`src/rtl/norm_round.sv`:
```
// norm_round: post-processing stage of the single-precision FP multiplier.
// Removes the exponent bias, normalizes the 48-bit mantissa product, rounds
// to nearest-even and packs an IEEE-754 word. Multi-cycle FSM:
// IDLE -> NORM -> ROUND -> PACK -> OUT -> IDLE.
//
// Ports:
//   clk        in   rising-edge clock
//   rst        in   asynchronous, active-high reset
//   in_valid   in   upstream operand set valid
//   in_ready   out  high only in IDLE (decoded from state register)
//   sign_in    in   result sign
//   exp_sum    in   [8:0]  sum of the two biased exponents
//   mant_prod  in   [47:0] product of the 24-bit mantissas (implicit 1s)
//   out_valid  out  result valid, held until accepted
//   out_ready  in   downstream accepts result
//   result     out  [31:0] packed float {sign, exp, frac}
//   overflow   out  result saturated to infinity (qualified by out_valid)
//   underflow  out  result flushed to zero (qualified by out_valid)
module norm_round (
  input  logic        clk,
  input  logic        rst,
  input  logic        in_valid,
  output logic        in_ready,
  input  logic        sign_in,
  input  logic [8:0]  exp_sum,
  input  logic [47:0] mant_prod,
  output logic        out_valid,
  input  logic        out_ready,
  output logic [31:0] result,
  output logic        overflow,
  output logic        underflow
);

  localparam logic [2:0] StIdle  = 3'd0;
  localparam logic [2:0] StNorm  = 3'd1;
  localparam logic [2:0] StRound = 3'd2;
  localparam logic [2:0] StPack  = 3'd3;
  localparam logic [2:0] StOut   = 3'd4;

  logic [2:0]        r_state;
  logic [2:0]        w_state_next;

  // Captured operands
  logic              r_sign;
  logic [8:0]        r_exp_sum;
  logic [47:0]       r_mant;

  // Normalized / rounded intermediate values
  logic              r_zero;
  logic [22:0]       r_frac;
  logic              r_guard;
  logic              r_sticky;
  logic signed [9:0] r_e;

  // Registered outputs
  logic              r_out_valid;
  logic [31:0]       r_result;
  logic              r_overflow;
  logic              r_underflow;

  // NORM stage combinational values
  logic              w_zero;
  logic [22:0]       w_norm_frac;
  logic              w_norm_guard;
  logic              w_norm_sticky;
  logic signed [9:0] w_norm_e;

  // ROUND stage combinational values
  logic              w_round_up;
  logic [23:0]       w_frac_inc;

  // PACK stage combinational values
  logic [31:0]       w_pack_result;
  logic              w_pack_ovf;
  logic              w_pack_unf;

  // ---------------------------------------------------------------------------
  // Next-state logic
  // ---------------------------------------------------------------------------
  always_comb begin
    w_state_next = r_state;
    unique case (r_state)
      StIdle:  if (in_valid) w_state_next = StNorm;
      StNorm:  w_state_next = StRound;
      StRound: w_state_next = StPack;
      StPack:  w_state_next = StOut;
      StOut:   if (out_ready) w_state_next = StIdle;
      default: w_state_next = StIdle;
    endcase
  end

  // ---------------------------------------------------------------------------
  // Normalization: a product of two [1,2) mantissas lies in [1,4). If bit 47
  // is set the value is in [2,4) and needs a one-place right shift, which
  // bumps the exponent by one.
  // ---------------------------------------------------------------------------
  always_comb begin
    w_zero = (r_mant[47:46] == 2'b00);
    if (r_mant[47]) begin
      w_norm_frac   = r_mant[46:24];
      w_norm_guard  = r_mant[23];
      w_norm_sticky = |r_mant[22:0];
    end else begin
      w_norm_frac   = r_mant[45:23];
      w_norm_guard  = r_mant[22];
      w_norm_sticky = |r_mant[21:0];
    end
    // exp_sum is zero-extended; the 10-bit result covers -127..385.
    w_norm_e = {1'b0, r_exp_sum} - 10'd127 + {9'd0, r_mant[47]};
  end

  // ---------------------------------------------------------------------------
  // Rounding: nearest, ties to even. A carry out of the fraction means the
  // mantissa became 2.0, i.e. frac wraps to zero and the exponent goes up.
  // ---------------------------------------------------------------------------
  always_comb begin
    w_round_up = r_guard & (r_sticky | r_frac[0]);
    w_frac_inc = {1'b0, r_frac} + {23'd0, w_round_up};
  end

  // ---------------------------------------------------------------------------
  // Packing, in priority order: zero, overflow, underflow, normal.
  // No subnormals are produced; anything at or below exponent 0 flushes.
  // ---------------------------------------------------------------------------
  always_comb begin
    w_pack_result = {r_sign, r_e[7:0], r_frac};
    w_pack_ovf    = 1'b0;
    w_pack_unf    = 1'b0;
    if (r_zero) begin
      w_pack_result = {r_sign, 31'd0};
    end else if (r_e >= 10'sd255) begin
      w_pack_result = {r_sign, 8'hFF, 23'd0};
      w_pack_ovf    = 1'b1;
    end else if (r_e <= 10'sd0) begin
      w_pack_result = {r_sign, 31'd0};
      w_pack_unf    = 1'b1;
    end
  end

  // ---------------------------------------------------------------------------
  // State and datapath registers
  // ---------------------------------------------------------------------------
  always_ff @(posedge clk or posedge rst) begin
    if (rst) begin
      r_state     <= StIdle;
      r_sign      <= 1'b0;
      r_exp_sum   <= 9'd0;
      r_mant      <= 48'd0;
      r_zero      <= 1'b0;
      r_frac      <= 23'd0;
      r_guard     <= 1'b0;
      r_sticky    <= 1'b0;
      r_e         <= 10'sd0;
      r_out_valid <= 1'b0;
      r_result    <= 32'd0;
      r_overflow  <= 1'b0;
      r_underflow <= 1'b0;
    end else begin
      r_state <= w_state_next;
      case (r_state)
        StIdle: begin
          if (in_valid) begin
            r_sign    <= sign_in;
            r_exp_sum <= exp_sum;
            r_mant    <= mant_prod;
          end
        end
        StNorm: begin
          r_zero   <= w_zero;
          r_frac   <= w_norm_frac;
          r_guard  <= w_norm_guard;
          r_sticky <= w_norm_sticky;
          r_e      <= w_norm_e;
        end
        StRound: begin
          r_frac <= w_frac_inc[22:0];
          if (w_frac_inc[23]) r_e <= r_e + 10'sd1;
        end
        StPack: begin
          // Result and flags change together, only here.
          r_result    <= w_pack_result;
          r_overflow  <= w_pack_ovf;
          r_underflow <= w_pack_unf;
          r_out_valid <= 1'b1;
        end
        StOut: begin
          if (out_ready) r_out_valid <= 1'b0;
        end
        default: ;
      endcase
    end
  end

  assign in_ready  = (r_state == StIdle);
  assign out_valid = r_out_valid;
  assign result    = r_result;
  assign overflow  = r_overflow;
  assign underflow = r_underflow;

endmodule

```
`config.mk`:
```
export PLATFORM = sky130hd
export DESIGN_NAME = norm_round
export DESIGN_NICKNAME = d
export VERILOG_FILES = /design/src/rtl/norm_round.sv
export SDC_FILE = /design/constraint.sdc
export NUM_CORES = 1
export LEC_CHECK = 0
export ABC_AREA = 1
export ABC_CLOCK_PERIOD_IN_PS = 7950
export CAP_MARGIN = 20
export CORE_UTILIZATION = 53
export DETAILED_ROUTE_END_ITERATION = 8
export PLACE_DENSITY = 0.79
export SYNTH_ARGS = -nofsm -noshare
export SYNTH_HDL_FRONTEND = slang
export SYNTH_SLANG_ARGS = --single-unit
```
`constraint.sdc`:
```
create_clock -name clk -period 7.95 [get_ports clk]
set_input_delay 1.59 -clock clk [delete_from_list [all_inputs] [get_ports clk]]
set_output_delay 1.59 -clock clk [all_outputs]
set_load 0.02 [all_outputs]
```
==> results of run 1 <==
state kept, by name, indices dropped and copies added, names as in the netlist:
name and flops:
r_e 10, r_sticky 1, overflow 1, r_zero 1, result 32, r_mant 48
r_sign 1, r_frac 23, r_guard 1, underflow 1, r_exp_sum 9, r_state 3
out_valid 1
Yosys cell counts (2+ instances only):
master	n
nand2_1	167
mux2_2	27
nand2_2	4
o22ai_1	11
mux2_1	2
o31ai_1	2
nor2_2	3
a21oi_1	41
nor2_1	84
clkbuf_1	11
nand3_1	37
inv_1	91
a211oi_1	3
o21bai_1	2
dfrtp_1	132
o21ai_0	68
xor2_1	4
or2_2	2
o211ai_1	13
buf_2	11
buf_1	2
nand3_2	4
buf_6	5
nor2_4	2
nor3_1	6
nand4_1	7
a31oi_1	6
nor4_1	5
ha_1	6
worst max-delay path, cell delays in order (launching register included):
cell and delay (ns):
dfrtp_1 0.42, nor2_2 0.18, inv_1 0.07, nor2_2 0.15, clkdlybuf4s50_1 0.63
metal layers:
metal | global-route usage | up-vias | routed length, µm
li1 | - | 2697 | -
met1 | 0.3760 | 2610 | 7326
met2 | 0.3881 | 191 | 6907
met3 | 0.07073 | 11 | 997
met4 | 0.06844 | 0 | 117
met5 | 0 | - | 0
cell families (layout without fill, tap and decap cells):
group	count (synthesis)	in the layout	synth area share
mux	29	29	0.05042
simple gates	324	324	0.2125
fa+ha+maj	6	6	0.01159
compound gates	151	151	0.1300
buf+inv	122	226	0.07863
xor+xnor	5	5	0.006762
flops	132	132	0.5100
how the worst max path moves through the flow:
stage | endpoint | slack [ns] | cells after the start
floorplan | out_valid$_DFFE_PP0P_ | 2.83 | 1
global placement | r_mant[2]$_DFFE_PP0P_ | 4.40 | 3
detailed placement | r_mant[3]$_DFFE_PP0P_ | 4.33 | 3
CTS | in_ready | 4.48 | 4
global route | in_ready | 4.43 | 4
finish | in_ready | 4.50 | 4
power groups by stage:
| stage | logic [µW] | registers (µW) | clock network, µW |
|---|---|---|---|
| final | 1490 | 1230 | 764 |
| after CTS | 1490 | 1220 | 777 |
| after floorplan | 981 | 1260 | 0 |
| after global placement | 1430 | 1210 | 0 |
| after global routing | 1670 | 1270 | 810 |
| after detailed placement | 1470 | 1230 | 0 |
stage by stage:
stage,instances,setup slack [ns],total power (µW),util
finish,1020,4.505,3482,0.6758
global route,1020,4.429,3753,0.6758
CTS,1020,4.475,3489,0.6758
detailed placement,988,4.329,2706,0.6273
global placement,988,4.403,2638,0.6273
floorplan,769,2.834,2244,-
layout make-up:
type                       count  area [µm²]
sequential                   132        3303
tap                          147       183.9
clock inverter                 9       102.6
inverter                      93       351.6
clock buffer                  23       478.0
fill                         975        3877
timing repair buffer         101        1001
multi-input combinational    515        2664
==> results.yml, run 1 <==
run_status:
  status: "complete, no violations"
critical_path:
  r2r_start: "r_mant[47]$_DFFE_PP0P_"
  crit_type: "reg -> out"
  cp-start-kind: "register"
  critPathArrivalTime_ns: 1.86
  reg2reg_depth: 14
  reg2reg_to: "r_e[8]$_DFFE_PP0P_"
  worstPathRequired_ns: 6.36
  end_kind: "output port"
  crit_path_max_fanout: 4
  crit_start: "r_state[0]$_DFFE_PP0P_"
  r2r_slack_ns: 5.52
cts:
  cts.sinks: 132
  cts-root-buf: "clkbuf_16"
  post_cts_resized: 0
  cts_buffers: 17
  ctsHoldBuffers: 0
  clk_latency_ns: 0.41
  cts_tree: "yes"
  post_cts_buffers: 0
  clock_tree.buffer_depth: 2
  htree_levels: 4
  path_clk_slew_ns: 0.06
pwr:
  powerDensity_mw_per_mm2: 430.7
  ir_worst_vdd_mv: 0.1808
  power_frac_comb: 0.427
  leakagePower_uw: 0.003808
  swShare: 0.4076
  pwr-share-seq: 0.353
  power_frac_clock: 0.219
  p_int_uw: 2063
  p_sw_uw: 1419
sta:
  worstMarginPinSlew_ns: 0.9005
  maxSlewHeadroom: 0.3997
  fin_tns_setup_ns: 0
  timing.final.crit_share: 0.4334
  drv_slew: 0
  report.final.setup_viol: 0
  hold_ws_ns: 0.4531
  finClkSkew_ns: 0.006192
  fmax_ghz: 0.2902
  rsz0062_at_grt: "no"
  fin_crit_ns: 3.445
  finalHoldViolCount: 0
drt:
  wl_mm: 15.35
  vias_per_cell: 5.401
  drtIter0Drc: 368
  drc: 0
  ant_nets: 0
  vias: 5509
  wl_per_cell_um: 15.05
  firstDrtPassIters: 6
floorplanning:
  start_util: 0.5414
  die_x_um: 112.5
  dieArea_mm2: 0.01267
  core_mm2: 0.01196
  io_pins: 98
  die_h_um: 112.5
  rows: 40
logic_synthesis:
  yosys.area.top_type: "dfrtp_1"
  async_flop_share: 1.000
  synth_cells: 769
  syn_avg_cell_area_um2: 8.422
  syn_area_mm2: 0.006476
  ys_top_cells_by_area: "dfrtp_1, nand2_1, inv_1, o21ai_0, nor2_1"
  yosysSeqAreaShare: 0.5100
  synth_seq_cells: 132
  synth-edff-count: 0
  synth_fp_nets: 837
  synth_top_area_share: 0.5100
  dominantRegCellSynth: "dfrtp_1"
  synthDistinctLibCells: 40
  yosysWarnings: 0
placed_design:
  portBuffers: 97
  gp_congestion: 0.8660
  hpwl_mm: 10.82
  dpl_cell_area_mm2: 0.007503
cells_and_area:
  n_antenna_cell: 0
  nNetsFinal: 928
  drive_above_1_share: 0.09049
  final_common_cell: "nand2_1"
  area_growth_pct: 24.83
  finalInstanceArea_mm2: 0.008084
  final_cell_mix: "nand2_1, dfrtp_1, clkdlybuf4s50_1"
worst_hold_path:
  worstHoldStart: "r_mant[46]$_DFFE_PP0P_"
  worstHoldEndpoint: "r_zero$_DFFE_PP0P_"
  hp-class: "reg -> reg"
  whs_path_depth: 1
global_routing:
  grt_overflow: 0
  grt_max_degree: 88
  antenna_found_initial: 0
  grt_pass1_vias: 5271
  grtUsageTotal: 0.2603
  grt_first_pass_wirelength_mm: 25.70
run:
  maxCapViolCount: 0
Note: power is estimated with default switching activity, not from simulation.
==> run 2: changes to the inputs <==
ABC_CLOCK_PERIOD_IN_PS = 2800   (was 7950)
CORE_UTILIZATION = 49   (was 53)
PLACE_DENSITY = 0.76   (was 0.79)
clock period = 2.8 ns   (was 7.95 ns; I/O delays follow)
==> results.yml, run 2 (same netlist as run 1, synthesis figures left out) <==
placed_design:
  place_inst: 1022
  portBuffers: 97
  hpwl_mm: 10.65
  gp_congestion: 0.9149
cts:
  cts_tree: "yes"
  path_clk_slew_ns: 0.05
  clock_tree.buffer_depth: 2
  ctsHoldBuffers: 0
  post_cts_buffers: 0
  clk_latency_ns: 0.42
  post_cts_resized: 0
  cts_buffers: 17
  htree_levels: 4
  cts.sinks: 132
  cts-root-buf: "clkbuf_16"
cells_and_area:
  drive_above_1_share: 0.09648
  finalNonFillerCells: 1053
  nNetsFinal: 937
  regMostFlops: "r_mant"
  final_cell_mix: "nand2_1, dfrtp_1, clkdlybuf4s50_1"
  largest_reg_flops: 48
  n_antenna_cell: 0
  final_common_cell: "nand2_1"
  area_growth_pct: 27.18
pwr:
  leakagePower_uw: 0.003873
  ir_worst_vdd_mv: 0.4568
  powerDensity_mw_per_mm2: 1193
floorplanning:
  core_mm2: 0.01277
  rows: 41
  die_x_um: 117.0
  die_h_um: 117.0
  start_util: 0.5070
  io_pins: 98
  dieArea_mm2: 0.01368
global_routing:
  grt_overflow: 0
  grt_max_degree: 42
  antenna_found_initial: 0
  grt_pass1_vias: 4963
  grt_first_pass_wirelength_mm: 24.19
  grtUsageTotal: 0.2325
critical_path:
  end_kind: "output port"
  cpMaxStageDelayCell: "clkdlybuf4s50_1"
  critPathArrivalTime_ns: 1.85
  r2r_start: "r_e[0]$_DFFE_PP0P_"
  crit_path_max_fanout: 4
  crit_start: "r_state[0]$_DFFE_PP0P_"
  cp-start-kind: "register"
  cp_common_cell: "nor2_2"
  crit_path_max_incr_delay_ns: 0.63
  worstPathRequired_ns: 2.24
  path_cells: "nor2_2 > inv_1 > nor2_2 > clkdlybuf4s50_1"
  crit_type: "reg -> out"
drt:
  ant_nets: 0
  drc: 0
  wl_mm: 14.74
  vias_per_cell: 5.158
  firstDrtPassIters: 5
  vias: 5431
  drtIter0Drc: 496
  wl_per_cell_um: 14.00
sta:
  timing.final.crit_share: 0.8608
  finClkSkew_ns: 0.009902
  fmax_ghz: 0.4149
  rsz0062_at_grt: "no"
  fin_crit_ns: 2.410
  maxSlewHeadroom: 0.5128
  worstMarginPinSlew_ns: 0.7286
  finalHoldViolCount: 0
  report.final.setup_viol: 0
  drv_slew: 0
  fin_tns_setup_ns: 0
run:
  maxCapViolCount: 0
run_status:
  status: "complete, no violations"
worst_hold_path:
  hp-class: "reg -> reg"
  worstHoldStart: "r_mant[46]$_DFFE_PP0P_"
[run 2: where the power goes]
| group | switching, µW | internal, µW |
|---|---|---|
| Clock | 755 | 1330 |
| Sequential | 654 | 2830 |
| Combinational | 2540 | 1720 |
[run 2: worst paths after layout]
kind | endpoint | slack [ns] | depth (start not counted)
max | in_ready | 0.39 | 4
min | r_zero$_DFFE_PP0P_ | 0.45 | 1
max in group asynchronous | result[24]$_DFFE_PP0P_ | 1.65 | 3
max reg2reg | result[9]$_DFFE_PP0P_ | 0.75 | 5
min reg2reg | r_zero$_DFFE_PP0P_ | 0.45 | 1
min in group asynchronous | r_mant[17]$_DFFE_PP0P_ | 0.59 | 2
[run 2: through the flow]
step                hold slack, ns  area [µm²]  utilization  setup WS (ns)  total power, µW
global route                0.4779        8237       0.6448         0.2912            10580
finish                      0.4515        8237       0.6448         0.3898             9824
detailed placement          0.4444        7679       0.6011         0.7652             7716
global placement            0.4401        7679       0.6011         0.8344             7592
floorplan                   0.4327        6480            -         0.6028             6372
CTS                         0.4527        8237       0.6448         0.3551             9845
[run 2: cell type report]
| class | count | area [µm²] |
|---|---|---|
| clock buffer | 27 | 513.0 |
| clock inverter | 4 | 45.04 |
| fill | 1102 | 4537 |
| inverter | 93 | 352.8 |
| multi-input combinational | 515 | 2664 |
| sequential | 132 | 3303 |
| tap | 172 | 215.2 |
| timing repair buffer | 110 | 1144 |
[run 2: worst max-delay path: cells and delay by family (launching register included)]
family	cells	cell delay [ns]
buf+inv	2	0.70
flops	1	0.41
simple gates	2	0.33
[run 2: routing by layer]
layer / vias to the layer above / global-route usage / wire, µm
li1: 2719 / - / -
met1: 2498 / 0.3436 / 7032
met2: 196 / 0.3290 / 6387
met3: 18 / 0.05613 / 1148
met4: 0 / 0.09114 / 175
met5: - / 0 / 0
